`config.mk`:
```
export PLATFORM = sky130hd
export DESIGN_NAME = arm_irq_sequencer_flat
export DESIGN_NICKNAME = d
export VERILOG_FILES = /design/src/rtl/arm_pkg.sv /design/src/rtl/arm_irq_sequencer_if.sv /design/src/rtl/arm_irq_sync.sv /design/src/rtl/arm_irq_sequencer.sv /design/src/flat_wrapper.sv
export SDC_FILE = /design/constraint.sdc
export NUM_CORES = 1
export LEC_CHECK = 0
export ABC_AREA = 1
export CAP_MARGIN = 20
export CORE_AREA = 2 2 74 146
export DETAILED_ROUTE_END_ITERATION = 12
export DIE_AREA = 0 0 76 148
export GPL_TIMING_DRIVEN = 0
export PLACE_DENSITY = 0.86
export REMOVE_ABC_BUFFERS = 1
export SYNTH_ARGS = -nofsm -noshare
export SYNTH_HDL_FRONTEND = slang
export SYNTH_SLANG_ARGS = --single-unit
```
`constraint.sdc`:
```
create_clock -name clk -period 2.2 [get_ports clk]
set_input_delay 0.33 -clock clk [delete_from_list [all_inputs] [get_ports clk]]
set_output_delay 0.33 -clock clk [all_outputs]
set_load 0.03 [all_outputs]
```
`src/rtl/arm_pkg.sv`:
```
// Shared types and constants for the reduced ARM core IRQ entry path.
package arm_pkg;

  typedef enum logic [2:0] {
    S_IDLE,
    S_WAIT_BOUND,
    S_WR_LR,
    S_WR_PSR,
    S_REDIRECT
  } irq_state_t;

  localparam int CPSR_I = 7;
  localparam int CPSR_F = 6;
  localparam int CPSR_T = 5;
  localparam int CPSR_MODE_HI = 4;

  localparam logic [4:0] CPSR_MODE_USR = 5'b10000;
  localparam logic [4:0] CPSR_MODE_IRQ = 5'b10010;
  localparam logic [4:0] CPSR_MODE_SVC = 5'b10011;

  localparam logic [3:0] LR_IDX = 4'd14;

endpackage

```
`src/rtl/arm_irq_sequencer_if.sv`:
```
// Write-back bundle driven by the IRQ sequencer onto RF, PSRs and PC load.
interface arm_irq_sequencer_if;

  logic        stall;
  logic        rf_we;
  logic [3:0]  rf_waddr;
  logic        rf_bank_irq;
  logic [31:0] rf_wdata;
  logic        spsr_we;
  logic [31:0] spsr_wdata;
  logic        cpsr_we;
  logic [31:0] cpsr_wdata;
  logic        pc_load;
  logic [31:0] pc_target;
  logic        irq_ack;
  logic        busy;
  logic [15:0] irq_latency;

  modport master (
    output stall, rf_we, rf_waddr, rf_bank_irq, rf_wdata,
    output spsr_we, spsr_wdata, cpsr_we, cpsr_wdata,
    output pc_load, pc_target, irq_ack, busy, irq_latency
  );

  modport slave (
    input stall, rf_we, rf_waddr, rf_bank_irq, rf_wdata,
    input spsr_we, spsr_wdata, cpsr_we, cpsr_wdata,
    input pc_load, pc_target, irq_ack, busy, irq_latency
  );

endinterface

```
`src/rtl/arm_irq_sync.sv`:
```
// Multi-flop synchronizer for the asynchronous nIRQ line, resets deasserted.
module arm_irq_sync #(
  parameter int SYNC_STAGES = 2
) (
  input  logic clk,
  input  logic reset,
  input  logic d,
  output logic q
);

  logic [SYNC_STAGES-1:0] ff;

  always_ff @(posedge clk or negedge reset) begin
    if (!reset) ff <= '1;
    else        ff <= {ff[SYNC_STAGES-2:0], d};
  end

  assign q = ff[SYNC_STAGES-1];

endmodule

```
`src/rtl/arm_irq_sequencer.sv`:
```
// IRQ entry sequencer: LR_irq, SPSR/CPSR update, PC redirect to vector.
// Optional IRQ_LATENCY_CNT_EN adds an entry-latency counter.
module arm_irq_sequencer
  import arm_pkg::*;
#(
  parameter logic [31:0] VECTOR_ADDR = 32'h0000_0018,
  parameter int          SYNC_STAGES = 2,
  parameter logic [4:0]  MODE_IRQ    = CPSR_MODE_IRQ
) (
  input  logic        clk,
  input  logic        reset,
  input  logic        nirq,
  input  logic        inst_boundary,
  input  logic [31:0] cur_pc,
  input  logic [31:0] cur_cpsr,
  arm_irq_sequencer_if.master bus
);

  irq_state_t  state, nxt;
  logic        irq_sync;
  logic        irq_req;
  logic        capture;
  logic [31:0] saved_pc;
  logic [31:0] saved_cpsr;

  arm_irq_sync #(.SYNC_STAGES(SYNC_STAGES)) u_sync (
    .clk   (clk),
    .reset (reset),
    .d     (nirq),
    .q     (irq_sync)
  );

  assign irq_req = ~irq_sync & ~cur_cpsr[CPSR_I];

  always_ff @(posedge clk or negedge reset) begin
    if (!reset) begin
      state      <= S_IDLE;
      saved_pc   <= '0;
      saved_cpsr <= '0;
    end else begin
      state <= nxt;
      if (capture) begin
        saved_pc   <= cur_pc;
        saved_cpsr <= cur_cpsr;
      end
    end
  end

  always_comb begin
    nxt     = state;
    capture = 1'b0;
    unique case (state)
      S_IDLE, S_WAIT_BOUND: begin
        if (irq_req && inst_boundary) begin
          nxt     = S_WR_LR;
          capture = 1'b1;
        end else if (irq_req) begin
          nxt = S_WAIT_BOUND;
        end else begin
          nxt = S_IDLE;
        end
      end
      S_WR_LR:    nxt = S_WR_PSR;
      S_WR_PSR:   nxt = S_REDIRECT;
      S_REDIRECT: nxt = S_IDLE;
      default:    nxt = S_IDLE;
    endcase
  end

  // Outputs decode only registered state so no input reaches them.
  always_comb begin
    bus.stall       = 1'b0;
    bus.rf_we       = 1'b0;
    bus.rf_waddr    = 4'd0;
    bus.rf_bank_irq = 1'b0;
    bus.rf_wdata    = 32'd0;
    bus.spsr_we     = 1'b0;
    bus.spsr_wdata  = 32'd0;
    bus.cpsr_we     = 1'b0;
    bus.cpsr_wdata  = 32'd0;
    bus.pc_load     = 1'b0;
    bus.pc_target   = 32'd0;
    bus.irq_ack     = 1'b0;
    bus.busy        = (state != S_IDLE);
    unique case (state)
      S_WR_LR: begin
        bus.stall       = 1'b1;
        bus.rf_we       = 1'b1;
        bus.rf_waddr    = LR_IDX;
        bus.rf_bank_irq = 1'b1;
        bus.rf_wdata    = saved_pc + 32'd4;
      end
      S_WR_PSR: begin
        bus.stall      = 1'b1;
        bus.spsr_we    = 1'b1;
        bus.spsr_wdata = saved_cpsr;
        bus.cpsr_we    = 1'b1;
        bus.cpsr_wdata = {saved_cpsr[31:8], 1'b1,
                          saved_cpsr[CPSR_F], 1'b0, MODE_IRQ};
      end
      S_REDIRECT: begin
        bus.stall     = 1'b1;
        bus.pc_load   = 1'b1;
        bus.pc_target = VECTOR_ADDR;
        bus.irq_ack   = 1'b1;
      end
      default: ;
    endcase
  end

`ifdef IRQ_LATENCY_CNT_EN
  logic [15:0] lat_cnt;
  logic [15:0] lat_q;
  logic [15:0] lat_inc;

  assign lat_inc = (lat_cnt == 16'hFFFF) ? lat_cnt : lat_cnt + 16'd1;

  // Snapshot includes the REDIRECT cycle itself.
  always_ff @(posedge clk or negedge reset) begin
    if (!reset) begin
      lat_cnt <= '0;
      lat_q   <= '0;
    end else begin
      if (state == S_IDLE && nxt != S_IDLE) lat_cnt <= '0;
      else if (state != S_IDLE)             lat_cnt <= lat_inc;
      if (state == S_REDIRECT)              lat_q   <= lat_inc;
    end
  end

  assign bus.irq_latency = lat_q;
`else
  assign bus.irq_latency = 16'h0;
`endif

endmodule

```
`src/flat_wrapper.sv`:
```
// flat-port wrapper written by rule: the top's interface ports become plain ports
module arm_irq_sequencer_flat import arm_pkg::*;
#(
  parameter logic [31:0] VECTOR_ADDR = 32'h0000_0018,
  parameter int          SYNC_STAGES = 2,
  parameter logic [4:0]  MODE_IRQ    = CPSR_MODE_IRQ
)
  (clk, reset, nirq, inst_boundary, cur_pc, cur_cpsr, bus_stall, bus_rf_we, bus_rf_waddr, bus_rf_bank_irq, bus_rf_wdata, bus_spsr_we, bus_spsr_wdata, bus_cpsr_we, bus_cpsr_wdata, bus_pc_load, bus_pc_target, bus_irq_ack, bus_busy, bus_irq_latency);
  arm_irq_sequencer_if bus_i ();
  input  logic clk;
  input  logic reset;
  input  logic nirq;
  input  logic inst_boundary;
  input  logic [31:0] cur_pc;
  input  logic [31:0] cur_cpsr;
  output wire logic [$bits(bus_i.stall)-1:0] bus_stall;
  output wire logic [$bits(bus_i.rf_we)-1:0] bus_rf_we;
  output wire logic [$bits(bus_i.rf_waddr)-1:0] bus_rf_waddr;
  output wire logic [$bits(bus_i.rf_bank_irq)-1:0] bus_rf_bank_irq;
  output wire logic [$bits(bus_i.rf_wdata)-1:0] bus_rf_wdata;
  output wire logic [$bits(bus_i.spsr_we)-1:0] bus_spsr_we;
  output wire logic [$bits(bus_i.spsr_wdata)-1:0] bus_spsr_wdata;
  output wire logic [$bits(bus_i.cpsr_we)-1:0] bus_cpsr_we;
  output wire logic [$bits(bus_i.cpsr_wdata)-1:0] bus_cpsr_wdata;
  output wire logic [$bits(bus_i.pc_load)-1:0] bus_pc_load;
  output wire logic [$bits(bus_i.pc_target)-1:0] bus_pc_target;
  output wire logic [$bits(bus_i.irq_ack)-1:0] bus_irq_ack;
  output wire logic [$bits(bus_i.busy)-1:0] bus_busy;
  output wire logic [$bits(bus_i.irq_latency)-1:0] bus_irq_latency;
  assign bus_stall = bus_i.stall;
  assign bus_rf_we = bus_i.rf_we;
  assign bus_rf_waddr = bus_i.rf_waddr;
  assign bus_rf_bank_irq = bus_i.rf_bank_irq;
  assign bus_rf_wdata = bus_i.rf_wdata;
  assign bus_spsr_we = bus_i.spsr_we;
  assign bus_spsr_wdata = bus_i.spsr_wdata;
  assign bus_cpsr_we = bus_i.cpsr_we;
  assign bus_cpsr_wdata = bus_i.cpsr_wdata;
  assign bus_pc_load = bus_i.pc_load;
  assign bus_pc_target = bus_i.pc_target;
  assign bus_irq_ack = bus_i.irq_ack;
  assign bus_busy = bus_i.busy;
  assign bus_irq_latency = bus_i.irq_latency;
  arm_irq_sequencer #(.VECTOR_ADDR(VECTOR_ADDR), .SYNC_STAGES(SYNC_STAGES), .MODE_IRQ(MODE_IRQ)) u_core (.clk(clk), .reset(reset), .nirq(nirq), .inst_boundary(inst_boundary), .cur_pc(cur_pc), .cur_cpsr(cur_cpsr), .bus(bus_i));
endmodule
```
==> reports/qor_table.md <==
| Quantity | Reported |
| --- | --- |
| Result of the run | complete, no violations |
| Width of the die | 76 um |
| Congestion Overflow GR | 0 |
| Chain of cells forming the critical path | ha_2 -> nand2_2 -> nor2_4 -> nand2_4 -> nor2_4 -> a21oi_1 -> nor2_1 -> buf_4 |
| Design internal power | 0.00409 W |
| Final period demand of the worst path | 2150 ps |
| Skew-Pair Late Insertion Delay | 330 ps |
| # setup viols final | 0 |
| Post-Synthesis Cells | 562 |
| Worst Path Buf+Inv | 1 |
| Sink count of the clock tree | 69 |
| Power Density | 1260 nW/um2 |
| Combinational power share | 52.4% |
| Count of synthesis-stage warnings from yosys | 0 |
| Share of flip-flops with an asynchronous set or reset after synthesis | 100% |
| Largest stage delay on the critical path | 390 ps |
| Wire length of the first global-routing pass | 19,800 um |
| Number of global-route vias before repair | 4,173 |
| Cell accounting for the most synthesized area | dfrtp_1 |
| Yosys top cell area share | 38.4% |
| Share of synthesized area occupied by flip-flops and latches | 39.6% |
| Combinational family with the most area after synthesis | simple AND/OR/NAND/NOR gates |
| DIE AREA | 11,200 um2 |
| CP Data Required Time | 1870 ps |
| Tcrit/Tclk final | 97.5% |
| Final instance count without filler cells | 855 |
| Top_reg_cell synth | dfrtp_1 |
| Adder-cell share of the synthesized area | 0.286% |
| Simple-gate area share of the yosys netlist | 23.1% |
| Number of instances in the placed design | 816 |
| Routed vias/inst | 4.74 |
| Crit-path max FO | 6 |
| Post-layout net count | 784 |
| Hold_buf cts | 0 |
| Worst slew margin relative to its limit | 40.8% |
| Clock share of power | 17.0% |
| Mux share of post-synthesis cell area | 5.67% |
| Avg Inst Size Synth | 7.77 um2 |
| Compound-gate portion of the synthesized area | 8.30% |
| Setup clock skew after layout | 8.30 ps |
| Number of max-cap violations | 0 |
| Placed wire-length estimate after detailed placement | 9150 um |
| Critical-path top delay cell | dfrtp_1 |
| Relative area change from synthesis to final layout | 40.7% |
| Setup repair after global routing missed its margin | true |
| ANT nets after route | 0 |
| Initial core utilization | 43.3% |
| Clock tree from TritonCTS | yes |
| Kind of end point of the critical path | primary output |
| Core area | 10,100 um2 |
| Routed length per instance | 14.9 um |
| Cell area after layout | 6150 um2 |
| Placer Congestion | 0.891 |
| R2R Path Start | u_core.state[2] |
| Peak supply drop | 0.000603 V |
| Setup slack, reg-to-reg | 390 ps |
| Peak clock frequency supported by timing | 466 MHz |
| FF-to-FF path depth | 5 |
| Aggregate routed wire length | 12,800 um |
| Data arrival time of the worst path | 1820 ps |
| Cell with the most instances on the worst path | nor2_4 |
| Switching Power | 0.00364 W |
| Die Span Y | 148 um |
| First-iteration detailed-routing DRC count | 183 |
| TritonCTS Buffers | 9 |
| Final hold vios | 0 |
| Proportion of layout cells with a drive suffix above 1 | 27.2% |
| Via count | 4,050 |
| Part of the total power dissipated in sequential elements | 30.6% |
| Endpoint of the worst-slack reg-to-reg timing path | u_core.saved_pc[26] |
| Diodes inserted | 0 |
| Switching Fraction | 47.1% |
| Num rows | 52 |
| Register clock-pin slew on the reported worst setup and hold paths | 60 ps |
| Number of enable flip-flop cells after synthesis | 0 |
| Number of ports placed on the die boundary | 224 |
| First-pass iteration count of the detailed router | 4 |
| Number of antenna violations at the first check in global routing | 0 |
| Lkg Pwr | 3.10 nW |
| Number of max-slew violations in the final report | 0 |
| Xor-xnor portion of the synthesized cell area | 0.401% |
| Class of the worst hold path | in -> async |
| Post-Syn Area | 4370 um2 |
| Unique masters post-synth | 29 |
| Root buf cell | clkbuf_16 |
| All-Layer GR Usage | 22.2% |
| Transition time at the pin with the least slew margin | 887 ps |
| Critical Path Source Type | flop |
| Number of port buffers | 172 |
| Critical path class | reg -> out |
| Register bit count reported by yosys | 69 |
| Top post-synthesis cells by area | dfrtp_1, buf_4, nor2_1 |
| Family with the most delay on the worst path | simple AND/OR/NAND/NOR gates |
| Final routed DRC violation total | 0 |
| Largest net degree at the start of global routing | 87 |
| Total number of H-tree levels | 3 |
| CTS max path bufs | 2 |
| Placed standard-cell area | 5700 um2 |
==> worst register-to-register path: cells and delay by family, from the launching register on <==
kind                   cells  cell delay [ps]
muxes                      1              410
and+or+nand+nor            2              410
buffers and inverters      2              470
DFF                        1              390
==> worst max-delay path by stage <==
stage                  startpoint                     to  slack, ps  cells after the start
4_1_cts        u_core.saved_pc[7]       bus_rf_wdata[21]       0.08                      7
5_1_grt        u_core.saved_pc[3]       bus_rf_wdata[30]        -60                      8
3_5_place_dp      u_core.state[2]     bus_spsr_wdata[13]       -660                      6
2_1_floorplan     u_core.state[2]     bus_cpsr_wdata[10]      -2690                      5
6_report       u_core.saved_pc[3]       bus_rf_wdata[30]         50                      8
3_3_place_gp                reset  u_core.saved_cpsr[17]      -1450                      1
==> synthesized netlist by cell type (2+ instances only) <==
cell type,instances
clkbuf_1,4
dfstp_2,2
nor2_1,132
nor2_2,5
xor2_1,2
nor2_4,7
dfrtp_1,67
mux2_1,22
inv_1,56
buf_6,6
nand2_2,2
nand2_1,62
o21ai_0,11
nand3_1,14
buf_4,88
a21oi_1,60
buf_2,6
nor3_1,5
==> cell families after synthesis <==
group	after synthesis
other	1
buffers and inverters	161
adders and majority gates	1
xor gates and xnor gates	2
muxes	22
and+or+nand+nor	234
AOI/OAI and AO/OA	72
DFF	69
==> through the flow <==
stage          worst slack (ps)  hold slack, ps  TNS, ps  utilization [%]  power (W)
6_report                   54.5             118        0             61.0    0.00772
5_1_grt                   -61.4             175     -340             61.0    0.00819
4_1_cts                  0.0797             148        0             59.5    0.00750
3_5_place_dp               -656             357   -42320             56.5    0.00610
3_3_place_gp              -1450             346  -143630             56.3    0.00597
2_1_floorplan             -2690            34.4  -166890                -    0.00457
==> registers in the layout, summed over array words and instances, names as in the netlist <==
register / count
u_core.saved_cpsr: 32
u_core.u_sync.ff: 2
u_core.saved_pc: 32
u_core.state: 3
==> cell usage in the layout, fill, tap and decap left out, types with 5 or more instances in the layout <==
cell / instances
a21oi_1: 60
buf_2: 19
buf_4: 64
buf_6: 14
clkbuf_16: 9
clkdlybuf4s50_1: 68
conb_1: 51
dfrtp_1: 58
dfrtp_2: 9
dlygate4sd2_1: 14
inv_1: 54
mux2_1: 22
nand2_1: 57
nand2_2: 5
nand3_1: 13
nor2_1: 102
nor2_2: 22
nor2_4: 21
o21ai_0: 9
==> power groups by stage <==
stage	Clock [W]	Sequential (W)	Combinational [W]
finish	0.00131	0.00236	0.00405
global route	0.00140	0.00243	0.00436
CTS	0.00133	0.00235	0.00381
detailed placement	0	0.00235	0.00375
global placement	0	0.00233	0.00364
floorplan	0	0.00219	0.00238
==> layout make-up <==
class / instances / area (um2)
Inverter: 57 / 218
Sequential cell: 69 / 1740
Clock buffer: 12 / 246
Timing Repair Buffer: 194 / 1700
Fill cell: 880 / 3940
Clock inverter: 4 / 25.0
Multi-Input combinational cell: 383 / 2040
Timing Repair inverter: 1 / 7.51
Tap cell: 135 / 169
==> metal layers <==
metal / GRT usage, % / vias up / share of wire, %
met3: 5.13 / 42 / 6.4
met1: 19.7 / 1886 / 32
met2: 43.8 / 203 / 58
met4: 14.0 / 0 / 3.9
met5: 0 / - / 0
li1: - / 1919 / -
==> repair_timing <==
item                       in CTS  in global routing
pin swaps                       5                  5
buffers inserted               10                 11
setup endpoints to repair     104                 91
cloned                          2                  0
gates resized for setup       504                101
No activity file was read; power rests on OpenSTA's default activity.
